===== src/rtl/lsu_dmem_bridge.sv =====
// rtl/lsu_dmem_bridge.sv - load/store bridge from core memory stage to word-addressed data memory
// Optional feature macro: LSU_MISALIGN_EXC_EN (misaligned half/word requests become errors)
module lsu_dmem_bridge #(
  parameter int MEM_LATENCY = 1,
  parameter int ADDR_W      = 32
) (
  input  logic              clk_i,
  input  logic              rst_i,
  input  logic              req_valid_i,
  output logic              req_ready_o,
  input  logic              req_we_i,
  input  logic [1:0]        req_size_i,
  input  logic              req_unsigned_i,
  input  logic [ADDR_W-1:0] req_addr_i,
  input  logic [31:0]       req_wdata_i,
  output logic              rsp_valid_o,
  output logic [31:0]       rsp_rdata_o,
  output logic              rsp_err_o,
  output logic              busy_o,
  output logic [ADDR_W-1:0] dmem_addr_o,
  output logic              dmem_read_o,
  output logic              dmem_write_o,
  output logic [3:0]        dmem_be_o,
  output logic [31:0]       dmem_wr_data_o,
  input  logic [31:0]       dmem_rd_data_i
);

  typedef enum logic [1:0] {S_IDLE, S_ISSUE, S_WAIT, S_RESP} state_t;

  state_t      r_state;
  state_t      w_next;
  logic [2:0]  r_cnt;
  logic        r_we;
  logic        r_uns;
  logic        r_err;
  logic [1:0]  r_size;
  logic [1:0]  r_off;

  logic        w_accept;
  logic        w_misalign;
  logic        w_err;
  logic [3:0]  w_be;
  logic [31:0] w_wdata;
  logic [7:0]  w_byte;
  logic [15:0] w_half;
  logic [31:0] w_load;

  assign req_ready_o = !rst_i && (r_state == S_IDLE);
  assign w_accept    = req_valid_i && req_ready_o;
  assign busy_o      = (r_state != S_IDLE);

`ifdef LSU_MISALIGN_EXC_EN
  assign w_misalign = ((req_size_i == 2'b01) && req_addr_i[0]) ||
                      ((req_size_i == 2'b10) && (req_addr_i[1:0] != 2'b00));
`else
  assign w_misalign = 1'b0;
`endif

  assign w_err = (req_size_i == 2'b11) || w_misalign;

  // Byte enables and lane-replicated store data for the incoming request
  always_comb begin
    w_be    = 4'b0000;
    w_wdata = req_wdata_i;
    if (!w_err) begin
      case (req_size_i)
        2'b00: begin
          w_be    = 4'b0001 << req_addr_i[1:0];
          w_wdata = {4{req_wdata_i[7:0]}};
        end
        2'b01: begin
          w_be    = req_addr_i[1] ? 4'b1100 : 4'b0011;
          w_wdata = {2{req_wdata_i[15:0]}};
        end
        default: begin
          w_be    = 4'b1111;
          w_wdata = req_wdata_i;
        end
      endcase
    end
  end

  // Lane selection and sign/zero extension of returning read data
  always_comb begin
    w_half = r_off[1] ? dmem_rd_data_i[31:16] : dmem_rd_data_i[15:0];
    case (r_off)
      2'b00:   w_byte = dmem_rd_data_i[7:0];
      2'b01:   w_byte = dmem_rd_data_i[15:8];
      2'b10:   w_byte = dmem_rd_data_i[23:16];
      default: w_byte = dmem_rd_data_i[31:24];
    endcase
    case (r_size)
      2'b00:   w_load = r_uns ? {24'h0, w_byte} : {{24{w_byte[7]}}, w_byte};
      2'b01:   w_load = r_uns ? {16'h0, w_half} : {{16{w_half[15]}}, w_half};
      default: w_load = dmem_rd_data_i;
    endcase
  end

  // Next-state decode
  always_comb begin
    w_next = r_state;
    case (r_state)
      S_IDLE:  if (w_accept) w_next = S_ISSUE;
      S_ISSUE: w_next = (r_err || r_we) ? S_RESP : S_WAIT;
      S_WAIT:  if (r_cnt == 3'd0) w_next = S_RESP;
      default: w_next = S_IDLE;
    endcase
  end

  // State register
  always_ff @(posedge clk_i or posedge rst_i) begin
    if (rst_i) r_state <= S_IDLE;
    else       r_state <= w_next;
  end

  // Request capture and memory-side address/enables/data, held until next accept
  always_ff @(posedge clk_i or posedge rst_i) begin
    if (rst_i) begin
      r_we           <= 1'b0;
      r_uns          <= 1'b0;
      r_err          <= 1'b0;
      r_size         <= 2'b00;
      r_off          <= 2'b00;
      dmem_addr_o    <= '0;
      dmem_be_o      <= 4'b0000;
      dmem_wr_data_o <= 32'h0;
    end else if (w_accept) begin
      r_we           <= req_we_i;
      r_uns          <= req_unsigned_i;
      r_err          <= w_err;
      r_size         <= req_size_i;
      r_off          <= req_addr_i[1:0];
      dmem_addr_o    <= {req_addr_i[ADDR_W-1:2], 2'b00};
      dmem_be_o      <= w_be;
      dmem_wr_data_o <= w_wdata;
    end
  end

  // Single-cycle strobes during ISSUE; errors never strobe
  always_ff @(posedge clk_i or posedge rst_i) begin
    if (rst_i) begin
      dmem_read_o  <= 1'b0;
      dmem_write_o <= 1'b0;
    end else begin
      dmem_read_o  <= w_accept && !w_err && !req_we_i;
      dmem_write_o <= w_accept && !w_err && req_we_i;
    end
  end

  // Read latency down-counter, loaded on the way into WAIT
  always_ff @(posedge clk_i or posedge rst_i) begin
    if (rst_i) begin
      r_cnt <= 3'd0;
    end else if (r_state == S_ISSUE) begin
      r_cnt <= 3'(MEM_LATENCY - 1);
    end else if ((r_state == S_WAIT) && (r_cnt != 3'd0)) begin
      r_cnt <= r_cnt - 3'd1;
    end
  end

  // Response registers: data cleared on accept, filled on final WAIT edge
  always_ff @(posedge clk_i or posedge rst_i) begin
    if (rst_i) begin
      rsp_valid_o <= 1'b0;
      rsp_rdata_o <= 32'h0;
      rsp_err_o   <= 1'b0;
    end else begin
      rsp_valid_o <= (r_state != S_RESP) && (w_next == S_RESP);
      if (w_accept) begin
        rsp_rdata_o <= 32'h0;
        rsp_err_o   <= w_err;
      end else if ((r_state == S_WAIT) && (r_cnt == 3'd0)) begin
        rsp_rdata_o <= w_load;
      end
    end
  end

endmodule


===== config.mk =====
export PLATFORM = sky130hd
export DESIGN_NAME = lsu_dmem_bridge
export DESIGN_NICKNAME = d
export VERILOG_FILES = /design/src/rtl/lsu_dmem_bridge.sv
export SDC_FILE = /design/constraint.sdc
export NUM_CORES = 1
export LEC_CHECK = 0
export CELL_PAD_IN_SITES_DETAIL_PLACEMENT = 2
export CELL_PAD_IN_SITES_GLOBAL_PLACEMENT = 2
export CORE_ASPECT_RATIO = 0.9
export CORE_UTILIZATION = 26
export CTS_BUF_LIST = sky130_fd_sc_hd__clkbuf_8
export CTS_CLUSTER_SIZE = 14
export DETAILED_ROUTE_END_ITERATION = 12
export PLACE_DENSITY = 0.78
export SETUP_SLACK_MARGIN = 0.5
export SKIP_LAST_GASP = 1
export SLEW_MARGIN = 0
export SYNTH_ARGS = -nofsm -noshare
export SYNTH_HDL_FRONTEND = slang
export SYNTH_SLANG_ARGS = --single-unit
export TNS_END_PERCENT = 50

===== constraint.sdc =====
create_clock -name clk_i -period 5.9 [get_ports clk_i]
set_input_delay 1.77 -clock clk_i [delete_from_list [all_inputs] [get_ports clk_i]]
set_output_delay 1.77 -clock clk_i [all_outputs]
set_load 0.01 [all_outputs]

==> flow_summary.html <==
<table>
<tr><th>Metric</th><th>Value</th></tr>
<tr><th colspan="2">Status</th></tr>
<tr><td>Outcome</td><td>completed</td></tr>
<tr><th colspan="2">Clock tree</th></tr>
<tr><td>Largest buffer count on any clock path</td><td>2</td></tr>
<tr><td>Cell chosen for the clock root</td><td>clkbuf_8</td></tr>
<tr><td>Clock tree from TritonCTS</td><td>built</td></tr>
<tr><td>Inserted Clock Buffers</td><td>17</td></tr>
<tr><td>Setup repair bufs after CTS</td><td>0</td></tr>
<tr><td>Number of gates resized after cts</td><td>0</td></tr>
<tr><td>Number of buffers inserted by hold repair at cts</td><td>0</td></tr>
<tr><td>Deepest level of the CTS H-tree</td><td>4</td></tr>
<tr><td>Clock sinks</td><td>113</td></tr>
<tr><td>Clock latency of the later-clocked register in the worst-skew pair</td><td>0.44 ns</td></tr>
<tr><td>Register clock-pin slew on the reported worst setup and hold paths</td><td>0.06 ns</td></tr>
<tr><th colspan="2">Setup path</th></tr>
<tr><td>Category of the worst setup path capture point</td><td>output pin</td></tr>
<tr><td>Family with the most delay on the worst path</td><td>buffers and inverters</td></tr>
<tr><td>Depth of the critical timing path with buffers and inverters included</td><td>3</td></tr>
<tr><td>Critical Path Max Stage Delay</td><td>0.54 ns</td></tr>
<tr><td>RR Endpoint</td><td>rsp_valid_o$_DFF_PP0_</td></tr>
<tr><td>Sort of element at the start of the critical path</td><td>input port</td></tr>
<tr><td>Worst Reg2Reg Path Length in Cells</td><td>7</td></tr>
<tr><td>Most repeated library cell on the critical path</td><td>clkdlybuf4s50_1</td></tr>
<tr><td>Endpoint of the most critical setup path</td><td>req_ready_o</td></tr>
<tr><td>Reg-to-reg setup timing slack</td><td>2.95 ns</td></tr>
<tr><td>Crit path buf inv count</td><td>2</td></tr>
<tr><td>Crit-path slowest cell</td><td>clkdlybuf4s50_1</td></tr>
<tr><td>Critical path data arrival time</td><td>2.93 ns</td></tr>
<tr><td>Crit Reg-Reg Startpoint</td><td>r_state[0]$_DFF_PP0_</td></tr>
<tr><td>Required time at the endpoint of the critical path</td><td>4.13 ns</td></tr>
<tr><td>Setup crit start</td><td>rst_i</td></tr>
<tr><td>Max FO, Critical Path</td><td>4</td></tr>
<tr><td>Critical path cell sequence</td><td>clkdlybuf4s50_1 -&gt; nor2_1 -&gt; clkdlybuf4s50_1</td></tr>
<tr><td>Classification of the worst setup path</td><td>input port to output pin</td></tr>
<tr><th colspan="2">Synthesis</th></tr>
<tr><td>Cell with the most instances after synthesis</td><td>nand2_1</td></tr>
<tr><td>Top-area cell type share of the netlist area</td><td>54.62%</td></tr>
<tr><td>Synth unique cells</td><td>44</td></tr>
<tr><td>EDFF count, synth</td><td>0</td></tr>
<tr><td>Dominant cell type by area after synthesis</td><td>dfrtp_1</td></tr>
<tr><td>Fraction of synthesis flops using an asynchronous set or reset pin</td><td>100.0%</td></tr>
<tr><td>Synthesized cell area</td><td>5177 um^2</td></tr>
<tr><td>Avg Cell Area, Syn</td><td>9.678 um^2</td></tr>
<tr><td>Top cells by area in the synthesized netlist</td><td>dfrtp_1 (55%), nand2_1 (12%), mux2i_1 (5.8%)</td></tr>
<tr><td>Leading cell types by count after synthesis</td><td>nand2_1 (172), dfrtp_1 (113), mux2i_1 (30), o21ai_0 (29), clkbuf_1 (20)</td></tr>
<tr><td>Warnings, synthesis</td><td>0</td></tr>
<tr><td>Number of storage elements in the synthesis netlist</td><td>113</td></tr>
<tr><td>Synthesized netlist cell count</td><td>535</td></tr>
<tr><td>Sequential element share of the synthesized area</td><td>54.62%</td></tr>
<tr><td>Primary flip-flop cell chosen by synthesis mapping</td><td>dfrtp_1</td></tr>
<tr><th colspan="2">Routing</th></tr>
<tr><td>Post-DR wirelength/cell</td><td>19.39 um</td></tr>
<tr><td>Detailed-route vias per instance</td><td>4.837</td></tr>
<tr><td>Number of detailed-route iterations in the first pass</td><td>4</td></tr>
<tr><td>Final Routed Wirelength</td><td>19270 um</td></tr>
<tr><td>DRC errors left</td><td>0</td></tr>
<tr><td>Number of vias in the routed layout</td><td>4808</td></tr>
<tr><td>Post-detailed-route count of antenna-violating nets</td><td>0</td></tr>
<tr><td>Iteration-0 DRC Markers</td><td>148</td></tr>
<tr><th colspan="2">Place</th></tr>
<tr><td>Count of port buffers added during placement</td><td>206</td></tr>
<tr><td>HPWL reported at the end of detailed placement</td><td>13750 um</td></tr>
<tr><td>Setup Slack @ Placement</td><td>1.194 ns</td></tr>
<tr><td>Last weighted congestion value of the routability-driven placer</td><td>0.7732</td></tr>
<tr><th colspan="2">Power and ir drop</th></tr>
<tr><td>Share of total power in sequential cells</td><td>34.3%</td></tr>
<tr><td>Internal cell power</td><td>0.002561 W</td></tr>
<tr><td>Switching component of the power</td><td>0.001484 W</td></tr>
<tr><td>Static Leakage</td><td>3.503 nW</td></tr>
<tr><td>Worst vdd ir</td><td>0.0001701 V</td></tr>
<tr><td>Part of the power in the clock network</td><td>20.8%</td></tr>
<tr><td>Power share of the combinational group</td><td>44.9%</td></tr>
<tr><td>Switching power as a share of total power</td><td>36.69%</td></tr>
<tr><td>Power per standard cell area</td><td>513.2 nW/um^2</td></tr>
<tr><th colspan="2">Timing</th></tr>
<tr><td>Fin Setup TNS</td><td>0 ns</td></tr>
<tr><td>Tcrit/Tclk final</td><td>79.58%</td></tr>
<tr><td>Endpoints failing setup</td><td>0</td></tr>
<tr><td>Clock period minus worst slack</td><td>4.695 ns</td></tr>
<tr><td>Worst rel slew slack</td><td>15.10%</td></tr>
<tr><td>Number of pins with negative max-slew slack in the final report</td><td>0</td></tr>
<tr><td>Final Hold Vio Count</td><td>0</td></tr>
<tr><td>Unrepaired setup endpoints after global routing</td><td>false</td></tr>
<tr><td>Clock Skews</td><td>0.01167 ns</td></tr>
<tr><td>Fmax</td><td>0.2130 GHz</td></tr>
<tr><td>Worst setup slack after layout</td><td>1.205 ns</td></tr>
<tr><td>Slew at the pin with the worst max-slew slack</td><td>1.269 ns</td></tr>
<tr><th colspan="2">Finish</th></tr>
<tr><td>Layout cell share with drive strength beyond 1</td><td>6.183%</td></tr>
<tr><td>Area Growth Syn to Fin</td><td>52.27%</td></tr>
<tr><td>Antenna cell count</td><td>0</td></tr>
<tr><td>Final net count</td><td>841</td></tr>
<tr><th colspan="2">Floorplanning</th></tr>
<tr><td>Die extent in y</td><td>135.9 um</td></tr>
<tr><td>Die X-Extent</td><td>150.7 um</td></tr>
<tr><td>Total I/O pin count</td><td>209</td></tr>
<tr><td>Site row count</td><td>48</td></tr>
<tr><td>Starting density of the core</td><td>26.77%</td></tr>
<tr><td>Total core area</td><td>19340 um^2</td></tr>
<tr><td>Die Area</td><td>20480 um^2</td></tr>
<tr><th colspan="2">GRT</th></tr>
<tr><td>Total grt overflow</td><td>0</td></tr>
<tr><td>Pin count of the biggest net entering global routing</td><td>100</td></tr>
<tr><td>Busiest layer in global routing</td><td>met2</td></tr>
<tr><td>Initial antenna violation count</td><td>0</td></tr>
<tr><td>Met1 layer usage reported by global route</td><td>23.45%</td></tr>
<tr><td>GRT Total Usage</td><td>19.56%</td></tr>
<tr><td>GR Util met3</td><td>7.181%</td></tr>
<tr><td>First-pass GRT wire length</td><td>30280 um</td></tr>
<tr><td>Global routing usage on met2</td><td>33.18%</td></tr>
<tr><td>Number of global-route vias before repair</td><td>5439</td></tr>
<tr><th colspan="2">Hold path</th></tr>
<tr><td>Min-delay worst type</td><td>flip-flop to flip-flop</td></tr>
<tr><th colspan="2">Job</th></tr>
<tr><td>Total of max-cap violations</td><td>0</td></tr>
</table>
-- worst reg2reg max path: stages (launching register included) --
cell,delay (ns)
dfrtp_1,0.44
inv_1,0.10
ha_1,0.25
and3b_2,0.23
buf_4,0.27
nor2_2,1.01
a31oi_1,0.26
and3b_1,0.27
-- worst min path at each step --
stage / start / to / slack, ns / depth (start not counted)
2_1_floorplan: r_we$_DFFE_PP0N_ / r_we$_DFFE_PP0N_ / 0.44 / 2
3_3_place_gp: dmem_addr_o[24]$_DFFE_PP0N_ / dmem_addr_o[24]$_DFFE_PP0N_ / 0.46 / 2
3_5_place_dp: dmem_addr_o[24]$_DFFE_PP0N_ / dmem_addr_o[24]$_DFFE_PP0N_ / 0.47 / 2
4_1_cts: dmem_addr_o[22]$_DFFE_PP0N_ / dmem_addr_o[22]$_DFFE_PP0N_ / 0.49 / 2
5_1_grt: rsp_rdata_o[11]$_DFFE_PP0P_ / rsp_rdata_o[11]$_DFFE_PP0P_ / 0.52 / 1
6_report: dmem_addr_o[22]$_DFFE_PP0N_ / dmem_addr_o[22]$_DFFE_PP0N_ / 0.48 / 2
-- flip-flops by register name (all words and copies together), names as in the netlist, 2 cells and up --
register,cells
r_size,2
rsp_rdata_o,32
r_off,2
r_cnt,3
dmem_be_o,4
dmem_wr_data_o,32
r_state,2
dmem_addr_o,30
-- final cells by class --
class	instances	area, um^2
Clock buffer	18	247.7
Clock inverter	14	197.7
Fill cell	2088	11450
Inverter	11	43.79
Multi-Input combinational cell	376	2147
Sequential cell	113	2828
Tap cell	250	312.8
Timing Repair Buffer	212	2107
-- power groups by stage --
| stage | Combinational [W] | Clock (W) | Sequential (W) |
|---|---|---|---|
| finish | 0.00182 | 0.000840 | 0.00139 |
| global route | 0.00198 | 0.000898 | 0.00144 |
| detailed placement | 0.00183 | 0 | 0.00140 |
| global placement | 0.00174 | 0 | 0.00138 |
| CTS | 0.00185 | 0.000861 | 0.00139 |
| floorplan | 0.000748 | 0 | 0.00146 |
-- metrics by stage --
stage	utilization, %	cell area (um^2)	cells	hold WS (ns)	total power (W)
after floorplan	-	5181	536	0.4447	0.002206
after global placement	38.46	7438	962	0.4586	0.003115
after detailed placement	38.46	7438	962	0.4718	0.003230
after CTS	40.77	7884	994	0.4908	0.004101
after global routing	40.77	7884	994	0.5155	0.004312
final	40.77	7884	994	0.4833	0.004046
-- cells by family (layout without fill, tap and decap cells) --
| family | count (synthesis) | count (layout) | synth area share (%) |
|---|---|---|---|
| AND/OR/NAND/NOR | 224 | 224 | 18.56 |
| flip-flops | 113 | 113 | 54.62 |
| AO/OA/AOI/OAI | 110 | 110 | 14.43 |
| buffers and inverters | 47 | 255 | 4.011 |
| multiplexers | 32 | 32 | 6.452 |
| adder cells (fa/ha/maj) | 7 | 7 | 1.692 |
| other | 1 | 2 | 0.07243 |
| XOR/XNOR | 1 | 1 | 0.1692 |
-- metal layers --
layer / vias up / share of wire (%)
li1: 2208 / -
met1: 2429 / 42
met2: 156 / 48
met3: 15 / 8.1
met4: 0 / 0.95
met5: - / 0
-- placed cells by master, fill, tap and decap left out, types with 11 or more instances in the layout --
cell type and instances:
clkdlybuf4s50_1 206, nand2_1 172, dfrtp_1 113, mux2i_1 30, o21ai_0 29, nor2_1 18, a21oi_1 18, clkbuf_8 18
o21ai_1 17, a221o_1 16, inv_1 14, nand2b_1 11
No activity file was read; power rests on OpenSTA's default activity.
